$ cat src/rtl/fifo_pkg.sv
// Shared definitions for the FIFO write-side arbiter and its round-robin picker.
package fifo_pkg;

    // Arbiter FSM encoding.
    typedef enum logic {
        IDLE  = 1'b0,
        GRANT = 1'b1
    } state_e;

    // Width of an index into n requesters (at least one bit).
    function automatic int id_width(input int n);
        return (n > 1) ? $clog2(n) : 1;
    endfunction

    // Width of a burst counter that can represent 0..max_burst.
    function automatic int cnt_width(input int max_burst);
        return $clog2(max_burst + 1);
    endfunction

endpackage

$ cat src/rtl/fifo_wr_arbiter_rr_pick.sv
// Combinational round-robin selector: finds the first set request bit
// searching upward from (last_grant + 1), wrapping at NUM_REQ.
module rr_pick
    import fifo_pkg::*;
#(
    parameter  int NUM_REQ = 4,
    localparam int ID_W    = id_width(NUM_REQ)
) (
    input  logic [NUM_REQ-1:0] req,
    input  logic [ID_W-1:0]    last_grant,
    output logic               any,
    output logic [ID_W-1:0]    winner
);

    // Scan the rotated request vector; the first hit wins.
    always_comb begin
        int idx;
        // NOTE: every variable gets a default before any conditional
        // assignment, otherwise the paths that skip it infer a latch.
        any    = 1'b0;
        winner = '0;
        idx    = 0;
        for (int i = 1; i <= NUM_REQ; i++) begin
            idx = int'(last_grant) + i;
            if (idx >= NUM_REQ) begin
                idx = idx - NUM_REQ;
            end
            if (!any && req[idx[ID_W-1:0]]) begin
                any    = 1'b1;
                winner = idx[ID_W-1:0];
            end
        end
    end

endmodule

$ cat src/rtl/fifo_wr_arbiter.sv
// Round-robin burst arbiter sharing one FIFO write port between NUM_REQ
// producers. A grant lasts until the owner drops req or writes MAX_BURST
// words; writes stall (state held) while the FIFO reports full.
module fifo_wr_arbiter
    import fifo_pkg::*;
#(
    parameter  int FIFO_WIDTH = 16,
    parameter  int NUM_REQ    = 4,
    parameter  int MAX_BURST  = 8,
    localparam int ID_W       = id_width(NUM_REQ),
    localparam int CNT_W      = cnt_width(MAX_BURST)
) (
    input  logic                          clk,
    input  logic                          rst,
    input  logic [NUM_REQ-1:0]            req,
    input  logic [NUM_REQ*FIFO_WIDTH-1:0] din,
    output logic [NUM_REQ-1:0]            ack,
    input  logic                          fifo_full,
    output logic                          fifo_wen,
    output logic [FIFO_WIDTH-1:0]         fifo_din,
    output logic [ID_W-1:0]               grant_id,
    output logic                          busy
);

    localparam logic [CNT_W-1:0] LAST_BEAT    = CNT_W'(MAX_BURST - 1);
    localparam logic [ID_W-1:0]  LAST_ID_INIT = ID_W'(NUM_REQ - 1);

    state_e             state_q, state_d;
    logic [ID_W-1:0]    grant_q, grant_d;
    logic [ID_W-1:0]    last_q,  last_d;
    logic [CNT_W-1:0]   cnt_q,   cnt_d;
    logic               pick_any;
    logic [ID_W-1:0]    pick_id;

    rr_pick #(
        .NUM_REQ    (NUM_REQ)
    ) u_pick (
        .req        (req),
        .last_grant (last_q),
        .any        (pick_any),
        .winner     (pick_id)
    );

    assign grant_id = grant_q;

    // Write-port outputs: purely a function of registered owner and live inputs.
    always_comb begin
        busy           = (state_q == GRANT);
        fifo_wen       = busy & req[grant_q] & ~fifo_full;
        ack            = '0;
        ack[grant_q]   = fifo_wen;
        fifo_din       = din[int'(grant_q)*FIFO_WIDTH +: FIFO_WIDTH];
    end

    // Next-state: arbitrate in IDLE, count beats and decide exit in GRANT.
    always_comb begin
        state_d = state_q;
        grant_d = grant_q;
        last_d  = last_q;
        cnt_d   = cnt_q;
        unique case (state_q)
            IDLE: begin
                if (pick_any) begin
                    state_d = GRANT;
                    grant_d = pick_id;
                    cnt_d   = '0;
                end
            end
            GRANT: begin
                if (!req[grant_q]) begin
                    state_d = IDLE;
                    last_d  = grant_q;
                end else if (fifo_wen) begin
                    if (cnt_q == LAST_BEAT) begin
                        state_d = IDLE;
                        last_d  = grant_q;
                        cnt_d   = '0;
                    end else begin
                        cnt_d   = cnt_q + 1'b1;
                    end
                end
            end
        endcase
    end

    // State registers; reset points last_grant at the top so requester 0 wins first.
    always_ff @(posedge clk or posedge rst) begin
        if (rst) begin
            state_q <= IDLE;
            grant_q <= '0;
            last_q  <= LAST_ID_INIT;
            cnt_q   <= '0;
        end else begin
            // NOTE: non-blocking so every register samples pre-edge values
            // regardless of statement order.
            state_q <= state_d;
            grant_q <= grant_d;
            last_q  <= last_d;
            cnt_q   <= cnt_d;
        end
    end

endmodule

$ cat config.mk
export PLATFORM = sky130hd
export DESIGN_NAME = fifo_wr_arbiter
export DESIGN_NICKNAME = d
export VERILOG_FILES = /design/src/rtl/fifo_pkg.sv /design/src/rtl/fifo_wr_arbiter_rr_pick.sv /design/src/rtl/fifo_wr_arbiter.sv
export SDC_FILE = /design/constraint.sdc
export NUM_CORES = 1
export LEC_CHECK = 0
export ABC_AREA = 1
export CORE_MARGIN = 1.5
export CORE_UTILIZATION = 36
export CTS_CLUSTER_SIZE = 12
export DETAILED_ROUTE_END_ITERATION = 8
export MAX_ROUTING_LAYER = met4
export PLACE_DENSITY = 0.95
export SLEW_MARGIN = 20
export SYNTH_ARGS = -nofsm -noshare
export SYNTH_HDL_FRONTEND = slang
export SYNTH_SLANG_ARGS = --single-unit
$ cat constraint.sdc
create_clock -name clk -period 3.9 [get_ports clk]
set_input_delay 0.585 -clock clk [delete_from_list [all_inputs] [get_ports clk]]
set_output_delay 0.585 -clock clk [all_outputs]
set_load 0.01 [all_outputs]
==> summary.txt <==
Outcome
  • Outcome: complete, no violations

Clocking
  • CTS tree: built
  • Clk_lat worst skew: between 0.2 and 0.3 ns
  • Clock sinks: 9
  • Clock transition at the registers of the reported paths: 0.06 ns
  • CTS root buf: clkbuf_4
  • CTS Buffer Depth: 2
  • Hold_buf cts: 0
  • H-tree lvl count: 1
  • Total setup buffers inserted after CTS: 0
  • CTS buffer count: 3
  • Post-CTS sizing: 0

Timing
  • Max Clk Rate: about 0.32 GHz
  • Tcrit/Tclk final: 0.811
  • Final setup TNS: 0 ns
  • Minimum clock period: between 3 and 4 ns
  • Final Setup Violations: 0
  • Final hold vios: 0
  • Relative slew margins: 0.598
  • RSZ-0062 raised after global routing: false
  • Skew final: roughly 0.0029 ns
  • Max-slew violations: 0
  • Worst Tran Pin Value: roughly 0.6 ns

Synth
  • Post-synthesis mux area share: 0
  • Count of different cell masters after synthesis: 25
  • Synth Area in Compound Gates: 0.136
  • Syn avg cell area: ~6 um^2
  • Synth Instances: approximately 190
  • Adder-cell area share of the yosys netlist: 0.0105
  • Largest family of logic cells by synthesized area: simple AND/OR/NAND/NOR gates
  • Simple-Gate Fraction of Synth Area: 0.558
  • Post-synthesis instance area: between 1000 and 1500 um^2
  • Synth warn: 0
  • Syn nets: 266
  • Part of the Yosys area used for sequential elements: 0.191
  • Xor and xnor area share after synthesis: 0
  • Seq cells post-synth: 9

Drt
  • Detail Route Antenna Nets: 0
  • Via count: ~1700
  • Vias/cell: a little over 5
  • DRC Markers: 0
  • Routed len/inst: around 13 um
  • Initial drt markers: between 90 and 100
  • Initial DRT Pass Iterations: 4
  • Drt total wl: 4340 um

Place
  • Dpl hpwl: around 3500 um
  • Input/output buffers: between 90 and 100
  • Placer congestion estimate: approximately 0.85

Cells and area
  • FF+latch area: 228 um^2
  • Final core occ: 0.701
  • Share of layout cells above drive strength 1: 0.0845
  • Area of the multi-input gates: roughly 840 um^2
  • Area delta synth->final: 82.9%
  • Layout filler cell count: 274
  • Ant. Diodes: 0
  • Layout net count: 357

Floorplan
  • Core area: 3100 um^2
  • Die Wd: approximately 60 um
  • Initial Utilization: 0.383
  • Boundary pin count: 95
  • Die area: roughly 3700 um^2
  • Die H: between 60 and 70 um
  • Cell Rows: 20

Critical path
  • Worst reg2reg startpoint: grant_id[0]
  • Critical path's slowest cell: clkdlybuf4s50_1
  • Worst flop-to-flop path endpoint: cnt_q[0]
  • Endpoint type of the worst setup path: primary output
  • Crit path max fanout: 20
  • Type of the worst setup path: flip-flop to primary output
  • CP startpoint kind: flip-flop
  • Number of cells on the worst reg-to-reg path: 8
  • CP arrival: around 2.6 ns
  • Buffers and inverters on the worst path: 3
  • Worst Path Required: approximately 3.3 ns
  • R2R Setup Slk: between 2 and 2.5 ns
  • Crit-path max cell delay: a little under 0.6 ns
  • Crit-path leading delay family: buffers and inverters
  • CP cell instances: buf_4 > inv_1 > nor2_4 > nand2_1 > o2111ai_4 > nand2_4 > nor3_1 > clkdlybuf4s50_1

Job
  • Max-Cap Viols: 0

Global routing
  • GRT Residual Overflow: 0
  • First-pass GRT wire length: 6480 um
  • All-layer global routing usage: 0.236
  • Vias in the first global route: between 1000 and 1500
  • Initial antenna violation count: 0
  • Largest net degree at the start of global routing: 27

Power
  • Max VDD drop: 0.420 mV
  • Power density over cell area: roughly 660 nW/um^2
  • Leakage: 0.949 nW

Worst hold path
  • Hold wc startpoint: last_q[1]
  • Hold Path Cell Cnt: 2
  • Min-Delay Path Class: flip-flop to flip-flop
  • Worst Hold End: last_q[1]
[layer usage]
layer | share of wire | global-route usage | wire length [um]
met1 | 0.41 | 0.274 | 1760
met2 | 0.50 | 0.396 | 2150
met3 | 0.084 | 0.0618 | 363
met4 | 0.013 | 0.0776 | 57
met5 | 0 | - | 0
[through the flow]
step           setup WS (ns)  hold WS, ns  power (mW)  instances  area (um^2)
6_report               0.736        0.508        1.44        328         2180
5_1_grt                0.503        0.556        1.57        328         2180
4_1_cts                0.711        0.509        1.44        328         2180
3_5_place_dp           0.984        0.500        1.37        324         2150
3_3_place_gp            1.08        0.498        1.33        324         2150
2_1_floorplan           1.97        0.411       0.908        194         1190
[sequential cells by signal, summed over array words and instances, names as in the netlist]
signal / flops
cnt_q: 4
busy: 1
last_q: 2
grant_id: 2
[Yosys cell counts]
cell / n / area share
dfrtp_1: 7 / 0.15
nor4_1: 1 / 0.0053
ha_1: 1 / 0.011
buf_6: 1 / 0.0095
a22oi_1: 16 / 0.10
inv_6: 1 / 0.0074
dfstp_2: 2 / 0.044
inv_2: 2 / 0.0063
o21ai_0: 2 / 0.0084
nand2_2: 5 / 0.026
inv_1: 13 / 0.041
nand3_2: 1 / 0.0084
clkbuf_1: 3 / 0.0095
nor3_1: 3 / 0.013
buf_2: 5 / 0.021
nand2_1: 50 / 0.16
nand3_1: 61 / 0.26
o2111ai_4: 1 / 0.022
nand2_4: 3 / 0.028
nor3b_1: 1 / 0.0063
o21ai_1: 1 / 0.0042
buf_1: 1 / 0.0032
nor2_4: 3 / 0.028
buf_4: 1 / 0.0063
nor2_1: 9 / 0.028
[cells in the final DEF, fill, tap and decap left out]
master           count
clkdlybuf4s50_1     94
nand3_1             61
nand2_1             50
a22oi_1             16
inv_1               13
nor2_1               9
dfrtp_1              7
nand2_2              5
nor2_4               3
nand2_4              3
nor3_1               3
clkbuf_4             3
buf_4                3
inv_2                2
o21ai_0              2
dfstp_2              2
inv_6                1
nand3_2              1
o2111ai_4            1
nor3b_1              1
o21ai_1              1
nor4_1               1
ha_1                 1
clkbuf_1             1
[worst min-delay path, cell delays in order (launching register included)]
cell     delay [ns]
dfstp_2        0.40
nand2_1        0.07
nand2_1        0.04
[power breakdown]
part           switching, mW  internal [mW]
registers             0.0716          0.141
logic                  0.620          0.534
clock network         0.0338         0.0395
total                  0.725          0.715
[worst max-delay path by stage]
stage                           start  endpoint  cells past startpoint
after floorplan           grant_id[0]    ack[0]                      5
after global placement         req[3]    ack[1]                      6
after detailed placement       req[3]    ack[1]                      6
after CTS                 grant_id[0]    ack[1]                      8
after global routing      grant_id[0]    ack[1]                      8
final                     grant_id[0]    ack[1]                      8
[final cells by class]
cell class,instances,area share
clock buffer,4,0.0121
inverter,16,0.0299
multi-input combinational,158,0.385
sequential,9,0.105
tap,44,0.0253
timing repair buffer,97,0.443
[cell families (layout without fill, tap and decap cells)]
kind of cell	count (synthesis)	after routing
buffers and inverters	27	117
flip-flops	9	9
AND/OR/NAND/NOR	137	137
adder cells (fa/ha/maj)	1	1
AO/OA/AOI/OAI	20	20
Note: power is estimated with default switching activity, not from simulation.
==> edit, RTL diff (config.mk and constraints unchanged) <==
Change the parameter `FIFO_WIDTH` from 16 to 24.
--- a/src/rtl/fifo_wr_arbiter.sv
+++ b/src/rtl/fifo_wr_arbiter.sv
@@ -4,7 +4,7 @@
 module fifo_wr_arbiter
     import fifo_pkg::*;
 #(
-    parameter  int FIFO_WIDTH = 16,
+    parameter  int FIFO_WIDTH = 24,
     parameter  int NUM_REQ    = 4,
     parameter  int MAX_BURST  = 8,
     localparam int ID_W       = id_width(NUM_REQ),
Interface: changed (resized din and fifo_din); port bits go from 95 to 135. No check against the original RTL was run, so the function may have changed too.
==> edit against the original RTL <==
Sequential cell count did not move; synthesized area rose by 17%; setup slack got worse by 0.13 ns; combinational power rose by 29%; critical path depth fell by 2; power rose by 28%; critical endpoint unchanged; wire length rose by 41%; cell area rose by 28%; worst hold slack got worse by 0.0047 ns.
==> edit: results (changes against the original RTL) <==
[status]
outcome = completed

[synth]
synth_xor_area_share_pct = 0  ; unchanged
ys_types = 25  ; unchanged
syn-num-nets = 336  ; +26%
synthAdderAreaFrac_pct = 0.8969  ; -0.15 points
synthArstFlopShare_pct = 100.0  ; unchanged
avgSynthCellArea_um2 = 6.013  ; -2.0%
synth-seq-area-share_pct = 16.32  ; -2.8 points
synth-compound-area-share_pct = 15.87  ; +2.3 points
synthTopCellsByArea = nand3_1 (30%), a22oi_1 (13%), nand2_1 (13%)
synth_common_cells = nand3_1 (85), nand2_1 (48), a22oi_1 (24)

[drt]
wl_met2_um = 3183  ; +48%
vias = 2168  ; +30%
vias_per_cell = 5.353  ; +4.9%
wl_met1_um = 2412  ; +37%
route.final.wire_length_um = 6109  ; +41%
drtIter0Drc = 198  ; +100%
wl_met3_um = 437  ; +20%

[timing]
worst_hold_slack_ns = 0.5033  ; -0.004739 ns
worstMarginPinSlew_ns = 0.6124  ; +0.008910 ns
fin_crit_sh_pct = 84.56  ; +3.4 points
fin_skew_ns = 0.003820  ; +0.0009267 ns

[placed_design]
gp_congestion = 0.9124  ; +7.0%
dp_hpwl_um = 4853  ; +40%
dpl_cell_area_um2 = 2746  ; +28%
io_buffers = 134  ; +43%
place_ws_ns = 0.8453  ; -0.1388 ns
dp.cells = 401  ; +24%

[pwr]
max-vdd-ir-drop_v = 0.0004047  ; -3.7%
p_leak_nw = 1.179  ; +24%
p_sw_share_pct = 50.07  ; -0.29 points

[cells_and_area]
nNonClkBuffers = 138  ; +42%
final-seq-area_um2 = 229.0  ; +0.55%
drive_gt1_share_pct = 7.843  ; -0.61 points
multi_input_area_share_pct = 36.49  ; -2.0 points
regMostFlops = cnt_q
multi_input_comb_cells = 190  ; +20%
clock_tree_area_fraction_pct = 1.614  ; +0.41 points
design_area_um2 = 2791  ; +28%
layout.nonclk_buf_share_pct = 49.13  ; +4.8 points
finalNetCount = 462  ; +29%

[critical_path]
worst_path_max_delay_cell = dfrtp_2
worstPathArrival_ns = 2.71  ; +0.13 ns
crit_fanout = 35  ; +75%
crit_family = simple AND/OR/NAND/NOR gates
crit_path_start = grant_id[1]
r2r_setup_slack_ns = 1.90  ; -0.15 ns
critPathMaxStageDelay_ns = 0.63  ; +0.05 ns

[grt]
gr-usage-met2_pct = 50.51  ; +11 points
grt_pass1_vias = 1928  ; +29%
grt_use_met3_pct = 5.651  ; -0.53 points
antenna_found_initial = 0  ; unchanged
use_met1_pct = 33.61  ; +6.2 points
grt_first_pass_wirelength_um = 9356  ; +44%
grt_max_degree = 36  ; +33%
grt_usage_pct = 28.54  ; +5.0 points

[hold_path]
hold_start = last_q[1]

[cts]
clk_latency_ns = 0.24  ; -0.02 ns

[die]
die_w_um = 65.25  ; +7.9%

-- edit: logic make-up after synthesis --
family	after synthesis
DFF	9
AOI/OAI and AO/OA	28
buffers and inverters	33
adders and majority gates	1
and+or+nand+nor	161
-- edit: path summary, 6_finish.rpt --
check	to	cells after the start
min in group asynchronous	cnt_q[3]	2
worst max register to register	last_q[0]	7
worst max-delay path	ack[1]	6
worst min-delay path	last_q[1]	2
worst min register to register	last_q[1]	2
max in group asynchronous	last_q[0]	2
-- edit: power by group through the flow --
| stage | Combinational (mW) | Sequential (mW) | Clock [mW] |
|---|---|---|---|
| after global placement | 1.43 | 0.249 | 0 |
| after floorplan | 0.897 | 0.183 | 0 |
| after detailed placement | 1.47 | 0.255 | 0 |
| final | 1.48 | 0.254 | 0.109 |
| after CTS | 1.47 | 0.253 | 0.111 |
| after global routing | 1.61 | 0.268 | 0.118 |
